[src/rtl/mem_arbiter.sv]
// Arbitrates the single memory bus between the instruction-fetch port and the load/store port.
// One transaction in flight at a time: IDLE -> ISSUE (bus handshake) -> WAIT_ACK (completion or timeout).
module mem_arbiter #(
   parameter int ADDR_W     = 32,
   parameter int DATA_W     = 32,
   parameter int STARVE_MAX = 4,
   parameter int TIMEOUT    = 255
) (
   input  logic              clk,
   input  logic              rst,
   input  logic              if_req,
   input  logic [ADDR_W-1:0] if_addr,
   output logic              if_ack,
   output logic [DATA_W-1:0] if_rdata,
   output logic              if_err,
   input  logic              d_req,
   input  logic              d_we,
   input  logic [ADDR_W-1:0] d_addr,
   input  logic [DATA_W-1:0] d_wdata,
   output logic              d_ack,
   output logic [DATA_W-1:0] d_rdata,
   output logic              d_err,
   output logic              bus_req,
   output logic              bus_we,
   output logic [ADDR_W-1:0] bus_addr,
   output logic [DATA_W-1:0] bus_wdata,
   input  logic              bus_busy,
   input  logic              bus_ack,
   input  logic [DATA_W-1:0] bus_rdata,
   output logic [1:0]        grant
);

   localparam logic [1:0] S_IDLE  = 2'd0;
   localparam logic [1:0] S_ISSUE = 2'd1;
   localparam logic [1:0] S_WAIT  = 2'd2;

   localparam logic [1:0] G_NONE  = 2'b00;
   localparam logic [1:0] G_FETCH = 2'b01;
   localparam logic [1:0] G_DATA  = 2'b10;

   localparam int SC_W = $clog2(STARVE_MAX + 1);
   localparam int TC_W = $clog2(TIMEOUT + 1);
   localparam logic [SC_W-1:0] STARVE_LIM = SC_W'(STARVE_MAX);
   localparam logic [TC_W-1:0] TMO_LAST   = TC_W'(TIMEOUT - 1);

   logic [1:0]      state;
   logic [SC_W-1:0] starve_cnt;
   logic [TC_W-1:0] tmo_cnt;

   logic if_elig;
   logic d_elig;
   logic arb_open;
   logic pick_fetch;
   logic pick_data;
   logic done;

   function automatic logic [SC_W-1:0] starve_sat_inc(input logic [SC_W-1:0] v);
      return (v == STARVE_LIM) ? v : v + SC_W'(1);
   endfunction

   // No grant in a completion cycle, so a port re-requesting back to back competes on equal terms.
   always_comb begin
      if_elig    = if_req & ~if_ack;
      d_elig     = d_req & ~d_ack;
      arb_open   = (state == S_IDLE) & ~if_ack & ~d_ack;
      pick_fetch = arb_open & if_elig & (~d_elig | (starve_cnt == STARVE_LIM));
      pick_data  = arb_open & d_elig & ~pick_fetch;
      done       = (state == S_WAIT) & (bus_ack | (tmo_cnt == TMO_LAST));
   end

   always_ff @(posedge clk) begin
      if (rst) begin
         state      <= S_IDLE;
         grant      <= G_NONE;
         starve_cnt <= '0;
         tmo_cnt    <= '0;
         bus_req    <= 1'b0;
         bus_we     <= 1'b0;
         bus_addr   <= '0;
         bus_wdata  <= '0;
         if_ack     <= 1'b0;
         if_err     <= 1'b0;
         if_rdata   <= '0;
         d_ack      <= 1'b0;
         d_err      <= 1'b0;
         d_rdata    <= '0;
      end else begin
         if_ack <= 1'b0;
         if_err <= 1'b0;
         d_ack  <= 1'b0;
         d_err  <= 1'b0;
         case (state)
            S_IDLE: begin
               if (pick_fetch) begin
                  bus_addr   <= if_addr;
                  bus_we     <= 1'b0;
                  bus_wdata  <= '0;
                  bus_req    <= 1'b1;
                  grant      <= G_FETCH;
                  starve_cnt <= '0;
                  state      <= S_ISSUE;
               end else if (pick_data) begin
                  bus_addr  <= d_addr;
                  bus_we    <= d_we;
                  bus_wdata <= d_wdata;
                  bus_req   <= 1'b1;
                  grant     <= G_DATA;
                  if (if_elig) starve_cnt <= starve_sat_inc(starve_cnt);
                  state     <= S_ISSUE;
               end
            end
            S_ISSUE: begin
               if (!bus_busy) begin
                  bus_req <= 1'b0;
                  tmo_cnt <= '0;
                  state   <= S_WAIT;
               end
            end
            S_WAIT: begin
               if (done) begin
                  // A real bus_ack beats a timeout landing in the same cycle.
                  state   <= S_IDLE;
                  grant   <= G_NONE;
                  tmo_cnt <= '0;
                  if (grant == G_FETCH) begin
                     if_ack   <= 1'b1;
                     if_err   <= ~bus_ack;
                     if_rdata <= bus_ack ? bus_rdata : '0;
                  end else begin
                     d_ack   <= 1'b1;
                     d_err   <= ~bus_ack;
                     d_rdata <= (bus_ack & ~bus_we) ? bus_rdata : '0;
                  end
               end else begin
                  tmo_cnt <= tmo_cnt + TC_W'(1);
               end
            end
            default: state <= S_IDLE;
         endcase
      end
   end

endmodule

[config.mk]
export PLATFORM = sky130hd
export DESIGN_NAME = mem_arbiter
export DESIGN_NICKNAME = d
export VERILOG_FILES = /design/src/rtl/mem_arbiter.sv
export SDC_FILE = /design/constraint.sdc
export NUM_CORES = 1
export LEC_CHECK = 0
export BUFFER_PORTS_ARGS = -buffer_cell sky130_fd_sc_hd__buf_2
export CELL_PAD_IN_SITES_DETAIL_PLACEMENT = 1
export CELL_PAD_IN_SITES_GLOBAL_PLACEMENT = 1
export CORE_MARGIN = 2
export CORE_UTILIZATION = 33
export DETAILED_ROUTE_END_ITERATION = 10
export GPL_ROUTABILITY_DRIVEN = 1
export MAX_ROUTING_LAYER = met4
export PLACE_DENSITY = 0.8
export SLEW_MARGIN = 15
export SYNTH_ARGS = -nofsm -noshare
export SYNTH_HDL_FRONTEND = slang
export SYNTH_SLANG_ARGS = --single-unit
[constraint.sdc]
create_clock -name clk -period 2.15 [get_ports clk]
set_input_delay 0.5375 -clock clk [delete_from_list [all_inputs] [get_ports clk]]
set_output_delay 0.5375 -clock clk [all_outputs]
set_load 0.02 [all_outputs]
==> key figures, run 1 <==
Outcome
  • Outcome: finished, final reports clean

Logic synthesis
  • Post-Synth Simple-Gate Area: 0.138
  • Syn nets: 746
  • Post-synth top area share: 0.532
  • Syn Inst Count: 607
  • Xor/xnor share of the synthesized area: 0.00938
  • Synthesized flop and latch total: 149
  • Mapped Area: 0.00561 mm²
  • Synth Area in Adders: 0.00893
  • Main combinational cell family by area after synthesis: compound AO/OA/AOI/OAI gates
  • Synth warnings: 0
  • Top cell type by total area after synthesis: dfxtp_1
  • Largest cells by area after synthesis: dfxtp_1, a21oi_1, mux2i_1
  • Sequential share of the synthesized area: 0.532
  • Avg Synthesized Cell Area: 9.23 µm²
  • Multiplexer share of the synthesized area: 0.0571
  • Post-synthesis compound-gate area fraction: 0.210
  • Synth cell types: 41

Critical path
  • Critical Path RT: 2490 ps
  • CP Max Fanout: 24
  • Reg2reg start: tmo_cnt[0]
  • R2R setup slack: 240 ps
  • Critical path class: flop to flop
  • R2R depth: 7
  • Crit. End Element: flop
  • Setup crit start kind: flop
  • Worst R2R End: d_rdata[5]
  • Worst Path Arrival: 2240 ps

Timing
  • Clock Skew: 10.5 ps
  • Final setup vio count: 0
  • Relative slew slack: 0.384
  • RSZ-0062 raised after global routing: false
  • Tightest Pin Transition: 924 ps
  • Final Max Tran Viols: 0
  • Final worst-path cycle share: 0.886
  • TNS Setup: 0 ps
  • Max Clock Freq: 0.525 GHz
  • Final hold vios: 0
  • Min cycle time layout: 1910 ps

Final layout
  • Area delta synth->final: 39.8%
  • Filler cell count: 2035
  • Post-layout nets: 999
  • ANT cells: 0
  • Share of post-route cells with drive strength above 1: 0.375

Worst hold path
  • Hold Crit Endpoint: if_rdata[16]
  • Hold Crit Class: primary input to flop
  • Worst hold path depth: 2
  • Hold Crit Start: bus_rdata[16]

CTS
  • Longest Clk Path Bufs: 2
  • Total CTS buffers: 17
  • PostCTS Resize Cnt: 0
  • Worst skew pair latency: 420 ps
  • Hold Buf Count CTS: 0
  • Clock Root Buffer: clkbuf_16
  • CTS tree: built
  • Post-CTS Setup Inserts: 0
  • H-tree depth: 4
  • Clk sink count: 149
  • Worst-path clk slew: 70 ps

Route
  • DR DRC count: 0
  • Top Layer Used: met4
  • Met2 wire length: 9.85 mm
  • Metal3 WL: 820 µm
  • Vias per inst: 5.07
  • Antenna viol nets, final: 0
  • DRT iter0 DRCs: 219
  • Metal-1 WL: 7.86 mm
  • Final wirelength: 19.0 mm
  • DR vias: 5542
  • Routed len/inst: 17.4 µm
  • First drt pass iteration count: 4

Floorplan
  • Placement row count: 47
  • Die height: 134 µm
  • Io pins: 271
  • Core area: 0.0166 mm²
  • Die area: 0.0180 mm²
  • Initial Utilization: 0.338
  • Die W: 134 µm

Placed design
  • Dpl hpwl: 13.4 mm
  • I/O Buffers: 270
  • Routability Congestion: 0.823

Pwr
  • Pwr Total: 7.06 mW
  • Pleak: 3.67 nW
  • Pwr Density: 902 mW/mm²
  • Max VDD drop: 565 µV

Global route
  • Initial antenna violation count: 0
  • First-pass GRT wire length: 30.1 mm
  • Vias in the first global route: 5731
  • Grt total ovfl: 0
  • Largest net degree at the start of global routing: 81
  • GRT Resource Usage Total: 0.217

Run
  • Max-cap viol count: 0
## layout by cell type, fill, tap and decap left out, types with 2 or more instances in the layout
master        n
buf_2       269
dfxtp_1     149
a21oi_1      79
nand2_1      73
o21ai_0      41
nand3_1      36
nor2_1       36
mux2i_1      32
a22o_1       32
a211oi_1     27
clkbuf_16    17
buf_4         9
inv_6         7
buf_12        7
inv_1         5
nand2b_1      4
xnor2_1       4
ha_1          4
nor3_1        3
nor4_1        3
clkinvlp_4    3
and3_1        2
nand3b_1      2
nand4_1       2
xor2_1        2
bufinv_16     2
## critical path, cell delays in order, from the launching register on
cell and delay, ps:
dfxtp_1 370, inv_1 80, ha_1 190, and3_1 180, a31oi_2 350, buf_4 320
o21ai_0 150, a21oi_1 180
## report_power, final
group,switching [mW],leakage [nW],internal [mW]
Sequential,0.0810,1.22,2.91
Clock,1.26,0.284,1.74
Combinational,0.666,2.17,0.399
Total,2.01,3.67,5.05
## cells in the mapped netlist
cell	n
a2111oi_0	1
a2111oi_4	1
a211oi_1	27
a21oi_1	79
a22o_1	32
a31oi_1	1
and2_1	1
and2b_2	1
and3_1	2
buf_1	1
buf_2	23
buf_6	1
clkbuf_1	26
dfxtp_1	149
ha_1	4
inv_1	5
mux2i_1	32
nand2_1	73
nand2b_1	4
nand3_1	36
nand3b_1	2
nand4_1	2
nor2_1	36
nor2_2	1
nor3_1	4
nor3b_1	2
nor4_1	3
nor4_4	1
o2111ai_1	1
o211ai_1	1
o21a_1	1
o21ai_0	41
o21ai_1	1
o21ai_2	1
o31a_1	1
o31ai_1	1
or3_1	1
or3b_1	1
or4_1	1
xnor2_1	4
xor2_1	2
## how the worst max path moves through the flow
stage | start | end | slack [ps] | cells past startpoint
floorplan | tmo_cnt[0] | if_rdata[0] | 450 | 8
global placement | bus_busy | tmo_cnt[7] | 290 | 5
detailed placement | bus_busy | tmo_cnt[7] | 290 | 5
CTS | tmo_cnt[0] | d_rdata[5] | 230 | 7
global route | state[1] | d_rdata[16] | 110 | 5
finish | tmo_cnt[0] | d_rdata[5] | 240 | 7
## per-stage QoR
| stage | instances | hold slack, ps | util | instance area, µm² | setup WS [ps] |
|---|---|---|---|---|---|
| CTS | 1093 | 328 | 0.473 | 7840 | 234 |
| floorplan | 607 | 449 | - | 5610 | 445 |
| detailed placement | 1061 | 445 | 0.437 | 7240 | 285 |
| global placement | 1061 | 436 | 0.437 | 7240 | 292 |
| finish | 1093 | 342 | 0.473 | 7840 | 244 |
| global route | 1093 | 332 | 0.473 | 7840 | 109 |
## cells by family (layout without fill, tap and decap cells)
group	Yosys count	after routing
muxes	32	32
AOI/OAI and AO/OA	189	189
xor gates and xnor gates	6	6
adders and majority gates	4	4
DFF	149	149
and+or+nand+nor	171	171
buffers and inverters	56	322
## flip-flops by register name, summed over array words and instances, names as in the netlist, 2 cells and up
signal,cells
bus_addr,32
bus_wdata,32
starve_cnt,3
tmo_cnt,8
d_rdata,32
grant,2
state,2
if_rdata,32
## final cells by class
cell class	instances	area (µm²)	area share
Multi-Input combinational cell	402	2410	0.308
Timing Repair Buffer	285	1550	0.198
Clock buffer	17	425	0.0543
Inverter	5	18.8	0.00240
Clock inverter	15	169	0.0216
Sequential cell	149	2980	0.381
Tap cell	220	275	0.0351
## layer usage
layer  up-vias  global-route usage
met2       144               0.369
met1      2697               0.251
met4         0              0.0901
li1       2662                   -
met3        39              0.0408
met5         -                   -
(Power assumes the default switching activity.)
==> run 2: changes to the inputs <==
--- a/config.mk
+++ b/config.mk
@@ -9,12 +9,12 @@
 export CELL_PAD_IN_SITES_DETAIL_PLACEMENT = 1
 export CELL_PAD_IN_SITES_GLOBAL_PLACEMENT = 1
 export CORE_MARGIN = 2
-export CORE_UTILIZATION = 33
+export CORE_UTILIZATION = 34
+export CTS_BUF_LIST = sky130_fd_sc_hd__clkbuf_4
 export DETAILED_ROUTE_END_ITERATION = 10
 export GPL_ROUTABILITY_DRIVEN = 1
 export MAX_ROUTING_LAYER = met4
 export PLACE_DENSITY = 0.8
-export SLEW_MARGIN = 15
 export SYNTH_ARGS = -nofsm -noshare
 export SYNTH_HDL_FRONTEND = slang
 export SYNTH_SLANG_ARGS = --single-unit
==> run 2 against run 1 <==
Effect of this change:
- power fell by 17%
- final cell count decreased by 0.64%
- sequential cell count unchanged
- via count fell by 1.9%
- clock power is 38% lower
- critical path type unchanged
- critical endpoint is now d_rdata[24]
==> key figures, run 2 (synthesis gave the netlist of run 1 again) <==
Placed design
  • Routability Congestion: 0.821 (-0.21%)
  • Dpl hpwl: 13.3 mm (-1.4%)
  • I/O Buffers: 270 (unchanged)

CTS
  • Worst-path clk slew: 140 ps (+70 ps)
  • Clock Root Buffer: clkbuf_4
  • Post-CTS Setup Inserts: 0 (unchanged)
  • Hold Buf Count CTS: 0 (unchanged)
  • CTS tree: built
  • PostCTS Resize Cnt: 0 (unchanged)
  • Total CTS buffers: 17 (unchanged)
  • H-tree depth: 4 (unchanged)
  • Longest Clk Path Bufs: 2 (unchanged)
  • Worst skew pair latency: 550 ps (+130 ps)
  • Clk sink count: 149 (unchanged)

Pwr
  • Pwr Total: 5.90 mW (-17%)
  • Max VDD drop: 324 µV (-43%)
  • Pwr Density: 785 mW/mm² (-13%)
  • Pleak: 3.52 nW (-3.9%)

Outcome
  • Outcome: finished, final reports clean

Timing
  • RSZ-0062 raised after global routing: false
  • Final Max Tran Viols: 0 (unchanged)
  • Min cycle time layout: 1890 ps (-18.2 ps)
  • Relative slew slack: 0.572 (+0.187)
  • Clock Skew: 21.9 ps (+11.4 ps)
  • Final hold slack: 214 ps (-127 ps)
  • Final setup vio count: 0 (unchanged)
  • Final worst-path cycle share: 0.878 (-0.00845)
  • Max Clock Freq: 0.530 GHz (+0.96%)
  • Final hold vios: 0 (unchanged)
  • TNS Setup: 0 ps (unchanged)
  • Tightest Pin Transition: 640 ps (-284 ps)

Critical path
  • R2R setup slack: 260 ps (+20 ps)
  • Crit. End Element: flop
  • R2R depth: 7 (unchanged)
  • Critical Path RT: 2630 ps (+140 ps)
  • Setup crit start kind: flop
  • Worst Path Arrival: 2360 ps (+120 ps)
  • Reg2reg start: tmo_cnt[0]
  • CP Max Fanout: 35 (+46%)
  • Critical path class: flop to flop
  • Worst R2R End: d_rdata[24]

Global route
  • First-pass GRT wire length: 29.5 mm (-2.0%)
  • GRT Resource Usage Total: 0.217 (-0.000274)
  • Vias in the first global route: 5668 (-1.1%)
  • Grt total ovfl: 0 (unchanged)
  • Largest net degree at the start of global routing: 83 (+2.5%)
  • Initial antenna violation count: 1 (+1)

Final layout
  • Reg area: 0.00298 mm² (unchanged)
  • Footprint of the multi-input gates: 0.00241 mm² (unchanged)
  • Share of post-route cells with drive strength above 1: 0.371 (-0.00403)
  • Area delta synth->final: 34.1%
  • Filler cell count: 2001 (-1.7%)
  • Commonest non-fill, non-tap cell in the layout: buf_2
  • Most frequent cells in the layout: buf_2, dfxtp_1, a21oi_1
  • Post-layout nets: 997 (-0.20%)

Worst hold path
  • Hold Crit Class: primary input to flop
  • Hold Crit Start: bus_rdata[23]
  • Hold Crit Endpoint: if_rdata[23]
  • Worst hold path depth: 2 (unchanged)

Route
  • Vias per inst: 5.00 (-1.3%)
  • DR vias: 5434 (-1.9%)
  • Routed len/inst: 16.9 µm (-3.0%)
  • DR DRC count: 0 (unchanged)
  • First drt pass iteration count: 4 (unchanged)
  • Final wirelength: 18.3 mm (-3.7%)
  • Antenna viol nets, final: 0 (unchanged)
  • DRT iter0 DRCs: 224 (+2.3%)

Floorplan
  • Die height: 132 µm (-1.4%)
  • Die area: 0.0175 mm² (-2.9%)
  • Initial Utilization: 0.350 (+0.0123)
  • Die W: 132 µm (-1.4%)
  • Io pins: 271 (unchanged)
  • Placement row count: 46 (-2.1%)
  • Core area: 0.0160 mm² (-3.5%)

Run
  • Max-cap viol count: 0 (unchanged)
## run 2: worst max-delay path by stage
stage	from	end	slack, ps	cells after the start
2_1_floorplan	tmo_cnt[0]	if_rdata[0]	450	8
3_3_place_gp	bus_busy	tmo_cnt[7]	290	5
3_5_place_dp	bus_busy	tmo_cnt[7]	260	5
4_1_cts	tmo_cnt[0]	d_rdata[24]	250	7
5_1_grt	tmo_cnt[0]	d_rdata[27]	110	7
6_report	tmo_cnt[0]	d_rdata[24]	260	7
## run 2: worst max-delay path, cell delays in order, from the launching register on
cell and delay, ps:
dfxtp_1 370, inv_1 70, ha_1 190, and3_1 180, a31oi_2 290, buf_4 370, o21ai_0 180, a21oi_1 170
## run 2: per-stage QoR
step	utilization	cell area (µm²)	cells	worst slack, ps
global route	0.470	7520	1086	112
global placement	0.451	7220	1055	290
CTS	0.470	7510	1085	248
finish	0.470	7520	1086	262
floorplan	-	5610	607	445
detailed placement	0.451	7220	1055	264
## run 2: routing by layer
| layer | wire length, µm | track usage | share of wire | vias up |
|---|---|---|---|---|
| met5 | 0 | - | 0 | - |
| met4 | 600 | 0.104 | 0.033 | 0 |
| met3 | 757 | 0.0458 | 0.041 | 41 |
| met2 | 9210 | 0.360 | 0.50 | 150 |
| met1 | 7780 | 0.249 | 0.42 | 2591 |
| li1 | - | - | - | 2652 |
## run 2: area by class of cell
type	instances	share of cell area
antenna	1	0.000333
clock buffer	18	0.0180
clock inverter	12	0.0208
inverter	5	0.00250
multi-input combinational	402	0.321
sequential	149	0.397
tap	216	0.0360
timing repair buffer	283	0.205
## run 2: where the power goes
part	total [mW]	internal, mW	switching, mW
sequential	2.99	2.91	0.0800
combinational	1.05	0.390	0.662
clock	1.85	0.810	1.04
total	5.90	4.11	1.78
==> run 3: changes to the inputs <==
--- a/config.mk
+++ b/config.mk
@@ -8,7 +8,6 @@
 export BUFFER_PORTS_ARGS = -buffer_cell sky130_fd_sc_hd__buf_2
 export CELL_PAD_IN_SITES_DETAIL_PLACEMENT = 1
 export CELL_PAD_IN_SITES_GLOBAL_PLACEMENT = 1
-export CORE_MARGIN = 2
 export CORE_UTILIZATION = 34
 export CTS_BUF_LIST = sky130_fd_sc_hd__clkbuf_4
 export DETAILED_ROUTE_END_ITERATION = 10
==> run 3 against run 2 <==
Effect of this change:
- worst hold slack lost 13 ps
- core utilization is essentially flat
- count of clock-buffer cells in the layout is the same
- critical path depth is the same
- non-clock buffer count grew 2
- global-route usage grew 0.19 points
- sequential share of layout area is essentially flat
- power shrank 2.8%
- critical path type unchanged
- critical endpoint is now d_rdata[10]
- highest routed layer unchanged
==> key figures, run 3 (synthesis gave the netlist of run 1 again) <==
Placed design
  • Post-DP Area: 0.00725 mm² (+0.38%)
  • Placed cell count: 1057 (+0.19%)
  • Post-Place Setup Slack: 257 ps (-6.99 ps)
  • I/O Buffers: 270 (unchanged)
  • Dpl hpwl: 13.0 mm (-2.2%)
  • Routability Congestion: 0.825 (+0.49%)

Timing
  • Clock Skew: 22.6 ps (+0.753 ps)
  • Tightest Pin Transition: 654 ps (+14.0 ps)
  • Final worst-path cycle share: 0.875 (-0.00324)
  • Final Max Tran Viols: 0 (unchanged)
  • Final setup vio count: 0 (unchanged)
  • Max Clock Freq: 0.532 GHz (+0.37%)
  • TNS Setup: 0 ps (unchanged)
  • Min cycle time layout: 1880 ps (-6.96 ps)
  • Relative slew slack: 0.562 (-0.00934)
  • Final WS setup: 269 ps (+6.96 ps)
  • Final hold vios: 0 (unchanged)
  • RSZ-0062 raised after global routing: false
  • Final hold slack: 201 ps (-13.5 ps)

CTS
  • PostCTS Resize Cnt: 0 (unchanged)
  • Longest Clk Path Bufs: 2 (unchanged)
  • Post-CTS Setup Inserts: 0 (unchanged)
  • H-tree depth: 4 (unchanged)
  • Total CTS buffers: 17 (unchanged)
  • Clk sink count: 149 (unchanged)
  • CTS tree: built
  • Clock Root Buffer: clkbuf_4
  • Worst skew pair latency: 560 ps (about the same)
  • Worst-path clk slew: 140 ps (about the same)
  • Hold Buf Count CTS: 0 (unchanged)

Pwr
  • Pleak: 3.52 nW (-0.11%)
  • Switching Fraction: 0.319 (+0.0166)
  • Comb pwr share: 0.184 (+0.006)
  • Reg power frac: 0.522 (+0.014)
  • Pwr Density: 762 mW/mm² (-2.8%)
  • P_sw: 1.83 mW (+2.5%)
  • P_int: 3.90 mW (-5.1%)
  • Clock share of power: 0.294 (-0.020)
  • Pwr Total: 5.73 mW (-2.8%)
  • Max VDD drop: 322 µV (-0.60%)

Final layout
  • Share of post-route cells with drive strength above 1: 0.373 (+0.00288)
  • Reg area: 0.00298 mm² (unchanged)
  • Area delta synth->final: 34.1% (about the same)
  • Filler cell count: 1985 (-0.80%)
  • Final core occ: 0.470 (about the same)
  • Post-layout nets: 999 (+0.20%)
  • Commonest non-fill, non-tap cell in the layout: buf_2
  • Footprint of the multi-input gates: 0.00241 mm² (unchanged)
  • Fin cells: 1091 (+0.46%)
  • Post-Layout Inst Area: 0.00752 mm² (about the same)
  • Most frequent cells in the layout: buf_2, dfxtp_1, a21oi_1

Floorplan
  • Initial Utilization: 0.350 (unchanged)
  • Core area: 0.0160 mm² (unchanged)
  • Io pins: 271 (unchanged)
  • Die W: 130 µm (-1.5%)
  • Placement row count: 46 (unchanged)
  • Die area: 0.0170 mm² (-3.0%)
  • Die height: 130 µm (-1.5%)

Critical path
  • Critical path class: flop to flop
  • Critical Path RT: 2630 ps (about the same)
  • Worst Path Arrival: 2360 ps (about the same)
  • Crit. End Element: flop
  • Setup crit start kind: flop
  • R2R depth: 7 (unchanged)
  • CP Max Fanout: 27 (-23%)

Global route
  • Vias in the first global route: 5432 (-4.2%)
  • GRT Resource Usage Total: 0.219 (+0.00188)
  • Largest net degree at the start of global routing: 90 (+8.4%)
  • First-pass GRT wire length: 27.8 mm (-5.6%)
  • Grt total ovfl: 0 (unchanged)
  • Initial antenna violation count: 2 (+1)

Route
  • First drt pass iteration count: 6 (+2)
  • Antenna viol nets, final: 0 (unchanged)
  • Final wirelength: 17.9 mm (-2.3%)
  • Routed len/inst: 16.4 µm (-2.7%)
  • Vias per inst: 4.99 (-0.37%)
  • DRT iter0 DRCs: 180 (-20%)
  • DR vias: 5439 (+0.092%)
  • DR DRC count: 0 (unchanged)

Worst hold path
  • Worst hold path depth: 2 (unchanged)
  • Hold Crit Class: primary input to flop

Outcome
  • Outcome: finished, final reports clean

Run
  • Max-cap viol count: 0 (unchanged)
run 3: cell types whose count changed in the layout (fill, tap and decap cells not counted), sizes merged:
cell / before / now
buf: 283 / 285
clkinvlp: 3 / 5
inv: 7 / 9
bufinv: 3 / 1
diode: 1 / 2
run 3: power groups by stage:
stage | logic, mW | registers [mW] | clock network, mW
after floorplan | 0.433 | 3.23 | 0
after global placement | 1.05 | 3.05 | 0
after detailed placement | 1.06 | 3.05 | 0
after CTS | 1.07 | 2.99 | 1.75
after global routing | 1.15 | 3.01 | 1.87
final | 1.05 | 2.99 | 1.69
run 3: final timing paths:
check,slack (ps),endpoint,start
setup / recovery,270,d_rdata[10],tmo_cnt[0]
hold / removal,200,if_rdata[21],bus_rdata[21]
setup reg to reg,270,d_rdata[10],tmo_cnt[0]
hold reg to reg,460,bus_wdata[8],bus_wdata[8]
run 3: cell type report:
cell class                 instances  share of cell area
antenna                            2            0.000666
clock buffer                      18              0.0180
clock inverter                    14              0.0171
inverter                           5             0.00250
multi-input combinational        402               0.321
sequential                       149               0.397
tap                              216              0.0359
timing repair buffer             285               0.208
run 3: worst max-delay path, stage by stage, from the launching register on:
cell     delay (ps)
dfxtp_1         380
inv_1            80
ha_1            190
and3_1          180
a31oi_2         340
buf_4           330
o21ai_0         140
a21oi_1         160
run 3: metal layers:
metal | global-route usage | wire [µm]
met1 | 0.262 | 7960
met2 | 0.362 | 8970
met3 | 0.0480 | 701
met4 | 0.0757 | 308
met5 | - | 0
